===== src/rtl/pcs_gray_pkg.sv =====
// Shared Gray-code helpers for the pcs counters: width-generic conversions
// and a max-value helper, all operating on a MAX_W-bit container.
package pcs_gray_pkg;

    localparam int MAX_W = 32;

    typedef logic [MAX_W-1:0] word_t;

    // Step selected for the current cycle, in priority order load > enable > hold.
    typedef enum logic [1:0] {
        OP_HOLD = 2'd0,
        OP_LOAD = 2'd1,
        OP_UP   = 2'd2,
        OP_DOWN = 2'd3
    } op_e;

    function automatic word_t max_val(input int unsigned w);
        return {MAX_W{1'b1}} >> (MAX_W - w);
    endfunction

    function automatic word_t bin2gray(input word_t b);
        return b ^ (b >> 1);
    endfunction

    // Upper bits are zero for narrower widths, so the MSB-first prefix still works.
    function automatic word_t gray2bin(input word_t g);
        word_t       b;
        logic        acc;
        int unsigned idx;
        b   = '0;
        acc = 1'b0;
        for (int unsigned i = 0; i < MAX_W; i++) begin
            idx    = MAX_W - 1 - i;
            acc    = acc ^ g[idx];
            b[idx] = acc;
        end
        return b;
    endfunction

endpackage


===== src/rtl/graycounter_param_if.sv =====
// Control/status bundle of graycounter_param: step/load controls in,
// Gray/binary count and flags out.
interface graycounter_param_if #(
    parameter int WIDTH = 5
);
    logic             enable;
    logic             up_dn;
    logic             load;
    logic [WIDTH-1:0] load_val;
    logic [WIDTH-1:0] outp;
    logic [WIDTH-1:0] outp_bin;
    logic             tc;
    logic             bound;

    modport master (
        output enable, up_dn, load, load_val,
        input  outp, outp_bin, tc, bound
    );

    modport slave (
        input  enable, up_dn, load, load_val,
        output outp, outp_bin, tc, bound
    );
endinterface


===== src/rtl/graycounter_param_gray2bin_comb.sv =====
// Combinational Gray-to-binary converter (XOR prefix from the MSB down);
// reusable by consumers of outp in other clock domains.
module gray2bin_comb #(
    parameter int WIDTH = 5
) (
    input  logic [WIDTH-1:0] gray_i,
    output logic [WIDTH-1:0] bin_o
);

    logic [WIDTH-1:0] bin;
    logic             acc;

    always_comb begin
        bin = '0;
        acc = 1'b0;
        for (int unsigned i = 0; i < WIDTH; i++) begin
            acc                = acc ^ gray_i[WIDTH-1-i];
            bin[WIDTH-1-i]     = acc;
        end
    end

    assign bin_o = bin;

endmodule


===== src/rtl/graycounter_param.sv =====
// Parametrised up/down Gray counter with synchronous Gray load, wrap or
// saturate at the bounds, registered Gray/binary outputs and bound pulse.
module graycounter_param
    import pcs_gray_pkg::*;
#(
    parameter int WIDTH     = 5,
    parameter int SATURATE  = 0,
    parameter int RESET_VAL = 0
) (
    input logic            clk,
    input logic            reset_n,
    graycounter_param_if.slave io
);

    localparam logic [WIDTH-1:0] MAXV       = WIDTH'(max_val(WIDTH));
    localparam logic [WIDTH-1:0] RESET_BIN  = WIDTH'(RESET_VAL);
    localparam logic [WIDTH-1:0] RESET_GRAY = WIDTH'(bin2gray(word_t'(RESET_VAL)));

    logic [WIDTH-1:0] bin_q, bin_d;
    logic [WIDTH-1:0] gray_q, gray_d;
    logic             bound_q, bound_d;
    logic [WIDTH-1:0] load_bin;
    logic             at_max, at_zero;
    op_e              op;

    gray2bin_comb #(.WIDTH(WIDTH)) u_load_g2b (
        .gray_i (io.load_val),
        .bin_o  (load_bin)
    );

    assign at_max  = (bin_q == MAXV);
    assign at_zero = (bin_q == '0);

    always_comb begin
        if (io.load)
            op = OP_LOAD;
        else if (io.enable)
            op = io.up_dn ? OP_UP : OP_DOWN;
        else
            op = OP_HOLD;
    end

    // Bound detection compares before the step; no carry bit is kept.
    always_comb begin
        bin_d   = bin_q;
        bound_d = 1'b0;
        unique case (op)
            OP_LOAD: bin_d = load_bin;
            OP_UP: begin
                if (at_max) begin
                    bound_d = 1'b1;
                    bin_d   = (SATURATE != 0) ? bin_q : '0;
                end else begin
                    bin_d = bin_q + WIDTH'(1);
                end
            end
            OP_DOWN: begin
                if (at_zero) begin
                    bound_d = 1'b1;
                    bin_d   = (SATURATE != 0) ? bin_q : MAXV;
                end else begin
                    bin_d = bin_q - WIDTH'(1);
                end
            end
            default: bin_d = bin_q;
        endcase
        gray_d = bin_d ^ (bin_d >> 1);
    end

    always_ff @(posedge clk or negedge reset_n) begin
        if (!reset_n) begin
            bin_q   <= RESET_BIN;
            gray_q  <= RESET_GRAY;
            bound_q <= 1'b0;
        end else begin
            bin_q   <= bin_d;
            gray_q  <= gray_d;
            bound_q <= bound_d;
        end
    end

    assign io.outp     = gray_q;
    assign io.outp_bin = bin_q;
    assign io.bound    = bound_q;
    assign io.tc       = io.up_dn ? at_max : at_zero;

endmodule


===== src/flat_wrapper.sv =====
// flat-port wrapper written by rule: the top's interface ports become plain ports
module graycounter_param_flat import pcs_gray_pkg::*;
#(
    parameter int WIDTH     = 5,
    parameter int SATURATE  = 0,
    parameter int RESET_VAL = 0
)
  (clk, reset_n, io_enable, io_up_dn, io_load, io_load_val, io_outp, io_outp_bin, io_tc, io_bound);
  graycounter_param_if #(.WIDTH(WIDTH)) io_i ();
  input logic clk;
  input logic reset_n;
  input wire logic [$bits(io_i.enable)-1:0] io_enable;
  input wire logic [$bits(io_i.up_dn)-1:0] io_up_dn;
  input wire logic [$bits(io_i.load)-1:0] io_load;
  input wire logic [$bits(io_i.load_val)-1:0] io_load_val;
  output wire logic [$bits(io_i.outp)-1:0] io_outp;
  output wire logic [$bits(io_i.outp_bin)-1:0] io_outp_bin;
  output wire logic [$bits(io_i.tc)-1:0] io_tc;
  output wire logic [$bits(io_i.bound)-1:0] io_bound;
  assign io_i.enable = io_enable;
  assign io_i.up_dn = io_up_dn;
  assign io_i.load = io_load;
  assign io_i.load_val = io_load_val;
  assign io_outp = io_i.outp;
  assign io_outp_bin = io_i.outp_bin;
  assign io_tc = io_i.tc;
  assign io_bound = io_i.bound;
  graycounter_param #(.WIDTH(WIDTH), .SATURATE(SATURATE), .RESET_VAL(RESET_VAL)) u_core (.clk(clk), .reset_n(reset_n), .io(io_i));
endmodule

===== config.mk =====
export PLATFORM = sky130hd
export DESIGN_NAME = graycounter_param_flat
export DESIGN_NICKNAME = d
export VERILOG_FILES = /design/src/rtl/pcs_gray_pkg.sv /design/src/rtl/graycounter_param_if.sv /design/src/rtl/graycounter_param_gray2bin_comb.sv /design/src/rtl/graycounter_param.sv /design/src/flat_wrapper.sv
export SDC_FILE = /design/constraint.sdc
export NUM_CORES = 1
export LEC_CHECK = 0
export ABC_AREA = 0
export CORE_MARGIN = 3
export CORE_UTILIZATION = 50
export DETAILED_ROUTE_END_ITERATION = 16
export DONT_BUFFER_PORTS = 1
export PLACE_DENSITY_LB_ADDON = 0.15
export SLEW_MARGIN = 20
export SYNTH_ARGS = -nofsm -noshare
export SYNTH_HDL_FRONTEND = slang
export SYNTH_SLANG_ARGS = --single-unit

===== constraint.sdc =====
create_clock -name clk -period 2.34 [get_ports clk]
set_input_delay 0.117 -clock clk [delete_from_list [all_inputs] [get_ports clk]]
set_output_delay 0.117 -clock clk [all_outputs]
set_load 0.05 [all_outputs]

==> impl_metrics.py <==
metrics = {
    "floorplanning": {
        "initial_core_util_pct": 58.0,
        "design.core.area_um2": 1220,
        "pin_count": 22,
        "die_w_um": 43.6,
        "die-area_um2": 1900,
        "die_h_um": 43.6,
        "rows": 12,
    },
    "cells_and_area": {
        "antenna_cells": 0,
        "drive_gt1_share_pct": 20.8,
        "fin_nets": 91,
        "area_growth_pct": 13.5,
        "n_fill_cell": 105,
    },
    "routing": {
        "viasPerCell": 5.65,
        "wl_per_cell_um": 15.4,
        "ant_nets": 0,
        "wirelength_um": 1400,
        "vias": 514,
        "drc": 0,
        "drt-initial-drc-count": 16,
        "first_pass_iters": 4,
    },
    "critical_path": {
        "cp-start-kind": "flip-flop",
        "critPathLaunch": "u_core.io.outp_bin[0]$_DFF_PN0_",
        "endpoint_kind": "output port",
        "cp_data_required_time_ns": 2.22,
        "r2r_start": "u_core.io.outp_bin[0]$_DFF_PN0_",
        "arrival_ns": 1.73,
        "worstReg2RegEnd": "u_core.io.outp[1]$_DFF_PN0_",
        "cp_max_fo": 4,
        "endpoint": "io_tc",
        "r2r_cells": 6,
        "rrSetupSlack_ns": 0.50,
        "crit_type": "flip-flop to output port",
    },
    "sta": {
        "slew_viol_final": 0,
        "max_freq_mhz": 541,
        "relSlewSlack_pct": 68.4,
        "setup_slack_ns": 0.490,
        "setup_viol": 0,
        "rsz0062_at_grt": "no",
        "worst_slew_pin_slew_ns": 0.472,
        "finalSetupTns_ns": 0,
        "period_needed_ns": 1.85,
        "fin_crit_sh_pct": 79.1,
        "hold_viol_final": 0,
        "finClkSkew_ns": 0.000369,
    },
    "logic_synthesis": {
        "yosysTopAreaCell": "dfrtp_1",
        "synth_edf_count": 0,
        "yosys-top-cells-area": "dfrtp_1 35%, xnor2_1 7.4%, xnor2_2 6.9%",
        "synth.top_cells.by_count": "10 x dfrtp_1, 6 x nand2_1, 6 x xnor2_1, 4 x nand2b_1, 4 x nor2_1",
        "syn_area_um2": 706,
        "synth-warning-count": 0,
        "ys_types": 29,
        "async_flop_share_pct": 100,
        "avgSynthCellArea_um2": 10.1,
        "synth_top_area_share_pct": 35.5,
        "syn_inst": 70,
        "syn-num-nets": 83,
        "synth-seq-cells": 10,
        "seq_area_frac_synth_pct": 35.5,
        "synth_ff_type": "dfrtp_1",
        "synth_most_common_cell": "dfrtp_1",
    },
    "placement": {
        "place.gp.congestion": 0.798,
        "dp_slack_ns": 0.498,
        "io_buffers": 0,
        "place_hpwl_um": 1090,
    },
    "power_and_ir_drop": {
        "p_leak_uw": 0.000350,
        "ir_drop_mv": 1.07,
        "power_density_nw_per_um2": 1130,
    },
    "global_routing": {
        "grt_pass1_wl_um": 2300,
        "grt-ovfl-total": 0,
        "grt_max_degree": 11,
        "grt_usage_pct": 17.4,
        "grt_pass1_vias": 480,
        "antenna_found_initial": 0,
    },
    "clock_tree": {
        "cts_tree": "built",
        "cts_root_buffer": "clkbuf_4",
        "h-tree-depth": 1,
        "clk_pin_slew_ns": 0.06,
        "clock-sinks": 10,
        "numCtsBuffers": 3,
        "cts_resized": 0,
        "clockBufferDepth": 2,
        "clkLatencyLatePin_ns": 0.26,
    },
    "min_path": {
        "min_path_type": "primary input to flip-flop",
    },
    "flow_run": {
        "cap_violations": 0,
    },
    "run_status": {
        "status": "complete, no violations",
    },
}
state kept, by name, summed over array words and instances, names as in the netlist:
signal / count
u_core.io.bound: 1
u_core.io.outp: 4
u_core.io.outp_bin: 5
power breakdown:
| group | total (uW) | switching, uW | internal [uW] |
|---|---|---|---|
| Combinational | 382 | 227 | 155 |
| Clock | 150 | 55.2 | 94.3 |
| Sequential | 371 | 150 | 221 |
| Total | 903 | 433 | 470 |
routing by layer:
metal	share of wire [%]	vias to the layer above	global-route usage [%]
li1	-	252	-
met1	43	240	21.5
met2	46	17	25.0
met3	8.6	5	9.54
met4	2.0	0	7.23
met5	0	-	0
worst min path at each step:
| stage | depth (start not counted) | end | slack [ns] | startpoint |
|---|---|---|---|---|
| global route | 2 | u_core.io.bound$_DFF_PN0_ | 0.05 | io_enable |
| finish | 2 | u_core.io.bound$_DFF_PN0_ | 0.07 | io_enable |
| detailed placement | 0 | u_core.io.outp[0]$_DFF_PN0_ | -0.18 | reset_n |
| floorplan | 0 | u_core.io.bound$_DFF_PN0_ | -0.18 | reset_n |
| CTS | 2 | u_core.io.bound$_DFF_PN0_ | 0.04 | io_enable |
| global placement | 0 | u_core.io.outp[0]$_DFF_PN0_ | -0.18 | reset_n |
final cells by class:
cell class	instances	area, um2	area share, %
well taps	14	17.5	2.19
flip-flops and latches	10	250	31.3
multi-input cells	52	418	52.2
repair buffers	8	67.6	8.44
inverters	3	11.3	1.41
clock buffers	4	36.3	4.53
cell usage in the layout, fill, tap and decap left out, types with 4 or more instances in the layout:
cell and count:
nor2_1 4, nand2_1 6, buf_4 5, xnor2_1 6
nand2b_1 4, dfrtp_1 10
worst max-delay path, stage by stage (launching register included):
cell and delay (ns):
dfrtp_1 0.42, ha_1 0.24, and3_1 0.19, ha_1 0.18, nand2_1 0.11, nand2_1 0.32
timing repair:
| action | CTS | global route |
|---|---|---|
| buffers inserted | 0 | 0 |
| endpoints found under the setup margin | 0 | 0 |
| hold buffers | 3 | 0 |
| hold endpoints to repair | 13 | 0 |
kinds of logic after synthesis:
logic type | count (synthesis) | synth area share (%)
adder cells (fa/ha/maj) | 3 | 5.32
AO/OA/AOI/OAI | 11 | 11.2
buffers and inverters | 8 | 5.32
multiplexers | 4 | 7.45
flip-flops | 10 | 35.5
XOR/XNOR | 12 | 18.1
AND/OR/NAND/NOR | 22 | 17.2
per-stage QoR:
| stage | utilization [%] | instances | cell area, um2 | total power [uW] | hold WS (ns) |
|---|---|---|---|---|---|
| 5_1_grt | 65.8 | 91 | 801 | 964 | 0.0540 |
| 4_1_cts | 65.8 | 91 | 801 | 913 | 0.0437 |
| 3_3_place_gp | 60.4 | 84 | 734 | 743 | -0.178 |
| 3_5_place_dp | 60.4 | 84 | 734 | 749 | -0.178 |
| 6_report | 65.8 | 91 | 801 | 903 | 0.0653 |
| 2_1_floorplan | - | 70 | 706 | 678 | -0.179 |
Note: power is estimated with default switching activity, not from simulation.
